==> src/rtl/gate_vector_sequencer_pkg.sv <==
// Shared definitions for the gate self-test sequencer: function codes, FSM
// encoding and the reference gate evaluation used by the checker.
package gate_test_pkg;

  localparam logic [2:0] FN_AND  = 3'd0;
  localparam logic [2:0] FN_OR   = 3'd1;
  localparam logic [2:0] FN_NAND = 3'd2;
  localparam logic [2:0] FN_NOR  = 3'd3;
  localparam logic [2:0] FN_XOR  = 3'd4;
  localparam logic [2:0] FN_XNOR = 3'd5;

  localparam logic [1:0] ST_IDLE   = 2'd0;
  localparam logic [1:0] ST_SETTLE = 2'd1;
  localparam logic [1:0] ST_SAMPLE = 2'd2;
  localparam logic [1:0] ST_DONE   = 2'd3;

  localparam int MAX_IN = 6;

  function automatic logic fn_illegal(input logic [2:0] fs);
    return (fs > FN_XNOR);
  endfunction

  // Only the low n bits of v take part; reserved codes evaluate to 0.
  function automatic logic fn_eval(input logic [2:0] fs, input logic [MAX_IN-1:0] v,
                                   input int n);
    logic a, o, x;
    a = 1'b1;
    o = 1'b0;
    x = 1'b0;
    for (int i = 0; i < MAX_IN; i++) begin
      if (i < n) begin
        a = a & v[i];
        o = o | v[i];
        x = x ^ v[i];
      end
    end
    case (fs)
      FN_AND:  return a;
      FN_OR:   return o;
      FN_NAND: return ~a;
      FN_NOR:  return ~o;
      FN_XOR:  return x;
      FN_XNOR: return ~x;
      default: return 1'b0;
    endcase
  endfunction

endpackage

==> src/rtl/gate_vector_sequencer_if.sv <==
// Control, observation and cell-facing signals of the gate sequencer.
interface gate_vector_sequencer_if #(parameter int N_IN = 3);
    logic            start;
    logic [2:0]      func_sel;
    logic [N_IN-1:0] vec_out;
    logic            dut_zn;
    logic            busy;
    logic            sample_valid;
    logic [N_IN-1:0] sample_vec;
    logic            sample_zn;
    logic            sample_exp;
    logic            done;
    logic            pass;
    logic [N_IN:0]   err_count;

    modport master (
        output start, func_sel, dut_zn,
        input  vec_out, busy, sample_valid, sample_vec, sample_zn, sample_exp,
               done, pass, err_count
    );

    modport slave (
        input  start, func_sel, dut_zn,
        output vec_out, busy, sample_valid, sample_vec, sample_zn, sample_exp,
               done, pass, err_count
    );
endinterface

==> src/rtl/gate_vector_sequencer_ref_model.sv <==
// Combinational reference gate: expected ZN for a vector under a function code.
module gate_ref_model
    import gate_test_pkg::*;
#(
    parameter int N_IN = 3
) (
    input  logic [2:0]      func_sel,
    input  logic [N_IN-1:0] vec,
    output logic            exp,
    output logic            illegal
);
    logic [MAX_IN-1:0] vec_ext;

    assign vec_ext = MAX_IN'(vec);
    assign illegal = fn_illegal(func_sel);
    assign exp     = illegal ? 1'b0 : fn_eval(func_sel, vec_ext, N_IN);
endmodule

==> src/rtl/gate_vector_sequencer.sv <==
// Walks every input vector of a gate under test, holds each for SETTLE cycles,
// samples ZN against the reference function and tallies mismatches.
module gate_vector_sequencer
    import gate_test_pkg::*;
#(
    parameter int N_IN   = 3,
    parameter int SETTLE = 10
) (
    input logic                    clk,
    input logic                    rst,
    gate_vector_sequencer_if.slave bus
);
    localparam int CW = (SETTLE < 2) ? 1 : $clog2(SETTLE);

    logic [1:0]      state_q, state_d;
    logic [N_IN-1:0] vec_q, vec_d;
    logic [CW-1:0]   cnt_q, cnt_d;
    logic [2:0]      fs_q, fs_d;
    logic            cfg_err_q, cfg_err_d;
    logic [N_IN:0]   err_q, err_d;
    logic            pass_q, pass_d;
    logic            sv_q, sv_d;
    logic [N_IN-1:0] svec_q, svec_d;
    logic            szn_q, szn_d;
    logic            sexp_q, sexp_d;

    logic exp_w, illegal_w, mismatch;

    gate_ref_model #(.N_IN(N_IN)) u_ref (
        .func_sel (fs_q),
        .vec      (vec_q),
        .exp      (exp_w),
        .illegal  (illegal_w)
    );

    // Case inequality so an X/Z on the cell output is scored as a failure.
    assign mismatch = (bus.dut_zn !== exp_w);

    always_comb begin
        state_d   = state_q;
        vec_d     = vec_q;
        cnt_d     = cnt_q;
        fs_d      = fs_q;
        cfg_err_d = cfg_err_q;
        err_d     = err_q;
        pass_d    = pass_q;
        sv_d      = 1'b0;
        svec_d    = svec_q;
        szn_d     = szn_q;
        sexp_d    = sexp_q;
        case (state_q)
            ST_IDLE: begin
                if (bus.start) begin
                    fs_d      = bus.func_sel;
                    cfg_err_d = fn_illegal(bus.func_sel);
                    err_d     = '0;
                    pass_d    = 1'b0;
                    vec_d     = '0;
                    cnt_d     = '0;
                    state_d   = ST_SETTLE;
                end
            end
            ST_SETTLE: begin
                if (cnt_q == CW'(SETTLE - 1)) state_d = ST_SAMPLE;
                else                          cnt_d   = cnt_q + 1'b1;
            end
            ST_SAMPLE: begin
                sv_d   = 1'b1;
                svec_d = vec_q;
                szn_d  = bus.dut_zn;
                sexp_d = exp_w;
                err_d  = err_q + (N_IN+1)'(mismatch);
                if (&vec_q) begin
                    pass_d  = (err_d == '0) & ~(cfg_err_q | illegal_w);
                    state_d = ST_DONE;
                end else begin
                    vec_d   = vec_q + 1'b1;
                    cnt_d   = '0;
                    state_d = ST_SETTLE;
                end
            end
            default: state_d = ST_IDLE;
        endcase
    end

    always_ff @(posedge clk or posedge rst) begin
        if (rst) begin
            state_q   <= ST_IDLE;
            vec_q     <= '0;
            cnt_q     <= '0;
            fs_q      <= '0;
            cfg_err_q <= 1'b0;
            err_q     <= '0;
            pass_q    <= 1'b0;
            sv_q      <= 1'b0;
            svec_q    <= '0;
            szn_q     <= 1'b0;
            sexp_q    <= 1'b0;
        end else begin
            state_q   <= state_d;
            vec_q     <= vec_d;
            cnt_q     <= cnt_d;
            fs_q      <= fs_d;
            cfg_err_q <= cfg_err_d;
            err_q     <= err_d;
            pass_q    <= pass_d;
            sv_q      <= sv_d;
            svec_q    <= svec_d;
            szn_q     <= szn_d;
            sexp_q    <= sexp_d;
        end
    end

    assign bus.vec_out      = vec_q;
    assign bus.busy         = (state_q == ST_SETTLE) || (state_q == ST_SAMPLE);
    assign bus.done         = (state_q == ST_DONE);
    assign bus.pass         = pass_q;
    assign bus.err_count    = err_q;
    assign bus.sample_valid = sv_q;
    assign bus.sample_vec   = svec_q;
    assign bus.sample_zn    = szn_q;
    assign bus.sample_exp   = sexp_q;
endmodule

==> src/flat_wrapper.sv <==
// flat-port wrapper written by rule: the top's interface ports become plain ports
module gate_vector_sequencer_flat import gate_test_pkg::*;
#(
    parameter int N_IN   = 3,
    parameter int SETTLE = 10
)
  (clk, rst, bus_start, bus_func_sel, bus_dut_zn, bus_vec_out, bus_busy, bus_sample_valid, bus_sample_vec, bus_sample_zn, bus_sample_exp, bus_done, bus_pass, bus_err_count);
  gate_vector_sequencer_if #(.N_IN(N_IN)) bus_i ();
  input logic clk;
  input logic rst;
  input wire logic [$bits(bus_i.start)-1:0] bus_start;
  input wire logic [$bits(bus_i.func_sel)-1:0] bus_func_sel;
  input wire logic [$bits(bus_i.dut_zn)-1:0] bus_dut_zn;
  output wire logic [$bits(bus_i.vec_out)-1:0] bus_vec_out;
  output wire logic [$bits(bus_i.busy)-1:0] bus_busy;
  output wire logic [$bits(bus_i.sample_valid)-1:0] bus_sample_valid;
  output wire logic [$bits(bus_i.sample_vec)-1:0] bus_sample_vec;
  output wire logic [$bits(bus_i.sample_zn)-1:0] bus_sample_zn;
  output wire logic [$bits(bus_i.sample_exp)-1:0] bus_sample_exp;
  output wire logic [$bits(bus_i.done)-1:0] bus_done;
  output wire logic [$bits(bus_i.pass)-1:0] bus_pass;
  output wire logic [$bits(bus_i.err_count)-1:0] bus_err_count;
  assign bus_i.start = bus_start;
  assign bus_i.func_sel = bus_func_sel;
  assign bus_i.dut_zn = bus_dut_zn;
  assign bus_vec_out = bus_i.vec_out;
  assign bus_busy = bus_i.busy;
  assign bus_sample_valid = bus_i.sample_valid;
  assign bus_sample_vec = bus_i.sample_vec;
  assign bus_sample_zn = bus_i.sample_zn;
  assign bus_sample_exp = bus_i.sample_exp;
  assign bus_done = bus_i.done;
  assign bus_pass = bus_i.pass;
  assign bus_err_count = bus_i.err_count;
  gate_vector_sequencer #(.N_IN(N_IN), .SETTLE(SETTLE)) u_core (.clk(clk), .rst(rst), .bus(bus_i));
endmodule
==> config.mk <==
export PLATFORM = sky130hd
export DESIGN_NAME = gate_vector_sequencer_flat
export DESIGN_NICKNAME = d
export VERILOG_FILES = /design/src/rtl/gate_vector_sequencer_pkg.sv /design/src/rtl/gate_vector_sequencer_if.sv /design/src/rtl/gate_vector_sequencer_ref_model.sv /design/src/rtl/gate_vector_sequencer.sv /design/src/flat_wrapper.sv
export SDC_FILE = /design/constraint.sdc
export NUM_CORES = 1
export LEC_CHECK = 0
export CORE_MARGIN = 1.5
export CORE_UTILIZATION = 35
export CTS_BUF_LIST = sky130_fd_sc_hd__clkbuf_8 sky130_fd_sc_hd__clkbuf_16
export CTS_CLUSTER_DIAMETER = 50
export DETAILED_ROUTE_END_ITERATION = 10
export SYNTH_ARGS = -nofsm -noshare
export SYNTH_HDL_FRONTEND = slang
export SYNTH_HIERARCHICAL = 1
export SYNTH_SLANG_ARGS = --single-unit
export TNS_END_PERCENT = 20
==> constraint.sdc <==
create_clock -name clk -period 3.4 [get_ports clk]
set_clock_uncertainty 0.15 [all_clocks]
set_input_delay 0.51 -clock clk [delete_from_list [all_inputs] [get_ports clk]]
set_output_delay 0.51 -clock clk [all_outputs]
set_load 0.005 [all_outputs]
==> reports/metrics.csv <==
stage,metric,value,unit
global_routing,largest net degree at the start of global routing,25,
detailed_routing,met2 wire len,1330,um
die,io pins,23,
worst_hold_path,Hold WC Path Type,reg2reg,
power,Leak,0.781,nW
finish,Area Growth Syn to Fin,24.9,%
cts,cts bufs inserted,3,
yosys,Synth top area share,43.6,%
cts,Sink Count,24,
detailed_routing,drt drc,0,
yosys,Area contributors post-synth,"dfrtp_1 44%, ha_1 12%, mux2_2 7.4%",
sta,worst slew pin tran,0.910,ns
cts,Worst-path clk slew,0.09,ns
global_routing,initial antenna violation count,0,
cts,H-tree Lvls,1,
global_routing,number of global-route vias before repair,1010,
die,core region area,3720,um^2
setup_path,critical path class,reg2reg,
setup_path,Worst R2R Setup Slack,0.40,ns
cts,TritonCTS clock tree,built,
cts,post-CTS setup buffer count,0,
yosys,#FFs+latches synth,24,
worst_hold_path,Hold Path Sink,u_core/bus.sample_vec[2],
yosys,most frequent cells after synthesis,"24 x dfrtp_1, 13 x ha_1, 12 x inv_1, 12 x o21ai_0, 11 x nand2_1",
sta,Fin Setup TNS,0,ns
yosys,prevailing post-synth register cell,dfrtp_1,
detailed_routing,Total Wirelength,2760,um
sta,Setup-failing EPs final,0,
yosys,asr flop ratio synth,100,%
setup_path,CP cell instances,"inv_1, ha_1, xor3_4, nand3b_1, nand3_1, xor2_1, ha_1, ha_1, nor4_1, nand3_1, nor2_1, mux2_2",
global_routing,GRT overflow,0,
power,Power Total,0.00142,W
cts,Resize count post-CTS,0,
global_routing,first-pass GRT wire length,4730,um
placed_design,DP HPWL,2000,um
finish,fill cell count,373,
setup_path,CP Buf/Inv Count,1,
sta,endpoints failing hold,0,
setup_path,CP peak stage delay,0.48,ns
detailed_routing,wire length on met1,1360,um
finish,final net count,174,
sta,Max Clk Rate,0.333,GHz
setup_path,"Slowest-stage cell, CP",dfrtp_1,
setup_path,reg2reg path depth,12,
setup_path,startpoint types,flip-flop,
yosys,mapped cell area,1380,um^2
sta,Pins Over Slew Limit,0,
flow_run,Max Cap Violations,0,
global_routing,GRT Resource Usage Total,14.2,%
setup_path,crit-path most repeated cell,ha_1,
yosys,"Seq/Total Area, Yosys",43.6,%
yosys,post-synth cell types,36,
detailed_routing,drt first pass iters,4,
power,Max VDD drop,0.000359,V
setup_path,CP arrival,3.07,ns
worst_hold_path,hold_sp,u_core/bus.sample_vec[2],
die,# rows,22,
yosys,syn_nets,149,
run_status,outcome,finished clean,
yosys,Yosys top cell by area,dfrtp_1,
setup_path,R2R Path End,u_core/bus.pass,
detailed_routing,routed wl met3,72,um
detailed_routing,routed len/inst,13.8,um
cts,hold buffers post-CTS,0,
cts,CTS root buffer,clkbuf_8,
placed_design,routability congestion estimate from global placement,0.724,
placed_design,port bufs,22,
die,initial core utilization,37.1,%
die,area of the die,4330,um^2
setup_path,reg2reg start,u_core/bus.vec_out[1],
detailed_routing,DRT iter0 DRCs,34,
sta,fin crit period,3.00,ns
finish,fraction of layout cells with a size suffix above 1,12.4,%
die,Die Width,65.8,um
yosys,Post-Synthesis Cells,129,
cts,clk_lat worst skew,0.27,ns
setup_path,Critical Path RT,3.46,ns
cts,CTS Buffer Depth,2,
yosys,Post-synth EDFFs,0,
yosys,YS warnings,6,
detailed_routing,Top Metal Used,met3,
setup_path,Worst setup EP type,flip-flop,
power,P per Cell Area,824,nW/um^2
sta,RSZ-0062 raised after global routing,false,
setup_path,CP max FO,8,
yosys,"Avg Cell Area, Syn",10.7,um^2
setup_path,critical path's top delay family,adder cells,
sta,Slew HR,39.2,%
finish,Antenna Diode Count,0,
detailed_routing,Via density,5.06,
yosys,top-count cell post-synth,dfrtp_1,
worst_hold_path,worst hold path depth,1,
sta,period utilization,88.4,%
detailed_routing,ANT nets after route,0,
detailed_routing,via count,1018,
die,die height,65.8,um
## how the worst max path moves through the flow
stage	from	to	slack, ns	cells past startpoint
floorplan	u_core/bus.vec_out[0]	u_core/bus.pass	0.65	12
global placement	u_core/bus.vec_out[1]	u_core/bus.pass	0.49	12
detailed placement	u_core/bus.vec_out[1]	u_core/bus.pass	0.44	12
CTS	u_core/bus.vec_out[1]	u_core/bus.pass	0.41	12
global route	u_core/bus.vec_out[1]	u_core/bus.pass	0.15	12
finish	u_core/bus.vec_out[1]	u_core/bus.pass	0.40	12
## report_power, final
group          switching (W)  total [W]  internal (W)  leakage, nW
Sequential          0.000102   0.000486      0.000383        0.316
Combinational       0.000302   0.000683      0.000381        0.430
Clock              0.0000928   0.000250      0.000157       0.0357
Total               0.000497    0.00142      0.000922        0.781
## state kept, by name, indices dropped and copies added (netlist names)
signal                   flops
u_core/state_q               2
u_core/bus.err_count         4
u_core/cnt_q                 4
u_core/fs_q                  3
u_core/bus.sample_vec        3
u_core/cfg_err_q             1
u_core/bus.sample_valid      1
u_core/bus.vec_out           3
u_core/bus.sample_exp        1
u_core/bus.pass              1
u_core/bus.sample_zn         1
## cell type report
type                            count  area, um^2  share of cell area (%)
Inverter                           12        45.0                    2.62
Clock inverter                      1        30.0                    1.74
Sequential cell                    24         601                    34.9
Timing Repair Buffer               22         220                    12.8
Clock buffer                        3        41.3                    2.40
Multi-Input combinational cell     91         724                    42.1
Tap cell                           48        60.1                    3.49
## layer usage
| layer | up-vias | GRT usage (%) |
|---|---|---|
| met2 | 15 | 23.6 |
| met3 | 0 | 3.08 |
| met4 | 0 | 3.91 |
| li1 | 507 | - |
| met1 | 496 | 18.5 |
| met5 | - | 0 |
## cells in the final DEF (no fill, tap or decap), types with 2 or more instances in the layout
| cell | n |
|---|---|
| ha_1 | 13 |
| nand2_1 | 11 |
| a22o_1 | 2 |
| mux2i_1 | 2 |
| xnor2_1 | 2 |
| a22oi_1 | 2 |
| dfrtp_1 | 24 |
| nor2b_1 | 3 |
| nand3_1 | 5 |
| nor4_1 | 2 |
| clkdlybuf4s50_1 | 22 |
| mux2_2 | 9 |
| clkbuf_8 | 3 |
| o21ai_0 | 12 |
| nor2_1 | 3 |
| a21oi_1 | 3 |
| or4_1 | 2 |
| a32o_1 | 3 |
| inv_1 | 12 |
## metrics by stage
step | cells | utilization [%] | area, um^2 | hold WS, ns | setup WS (ns)
floorplan | 129 | - | 1380 | 0.300 | 0.645
global placement | 197 | 44.4 | 1650 | 0.342 | 0.494
detailed placement | 197 | 44.4 | 1650 | 0.350 | 0.443
CTS | 201 | 46.3 | 1720 | 0.372 | 0.409
global route | 201 | 46.3 | 1720 | 0.388 | 0.148
finish | 201 | 46.3 | 1720 | 0.368 | 0.396
## cells by family after synthesis
group	count (synthesis)	share of synthesized area, %
AOI/OAI and AO/OA	27	12.9
xor gates and xnor gates	4	3.90
adders and majority gates	13	11.8
buffers and inverters	14	3.90
DFF	24	43.6
muxes	11	8.80
and+or+nand+nor	36	15.2
No activity file was read; power rests on OpenSTA's default activity.
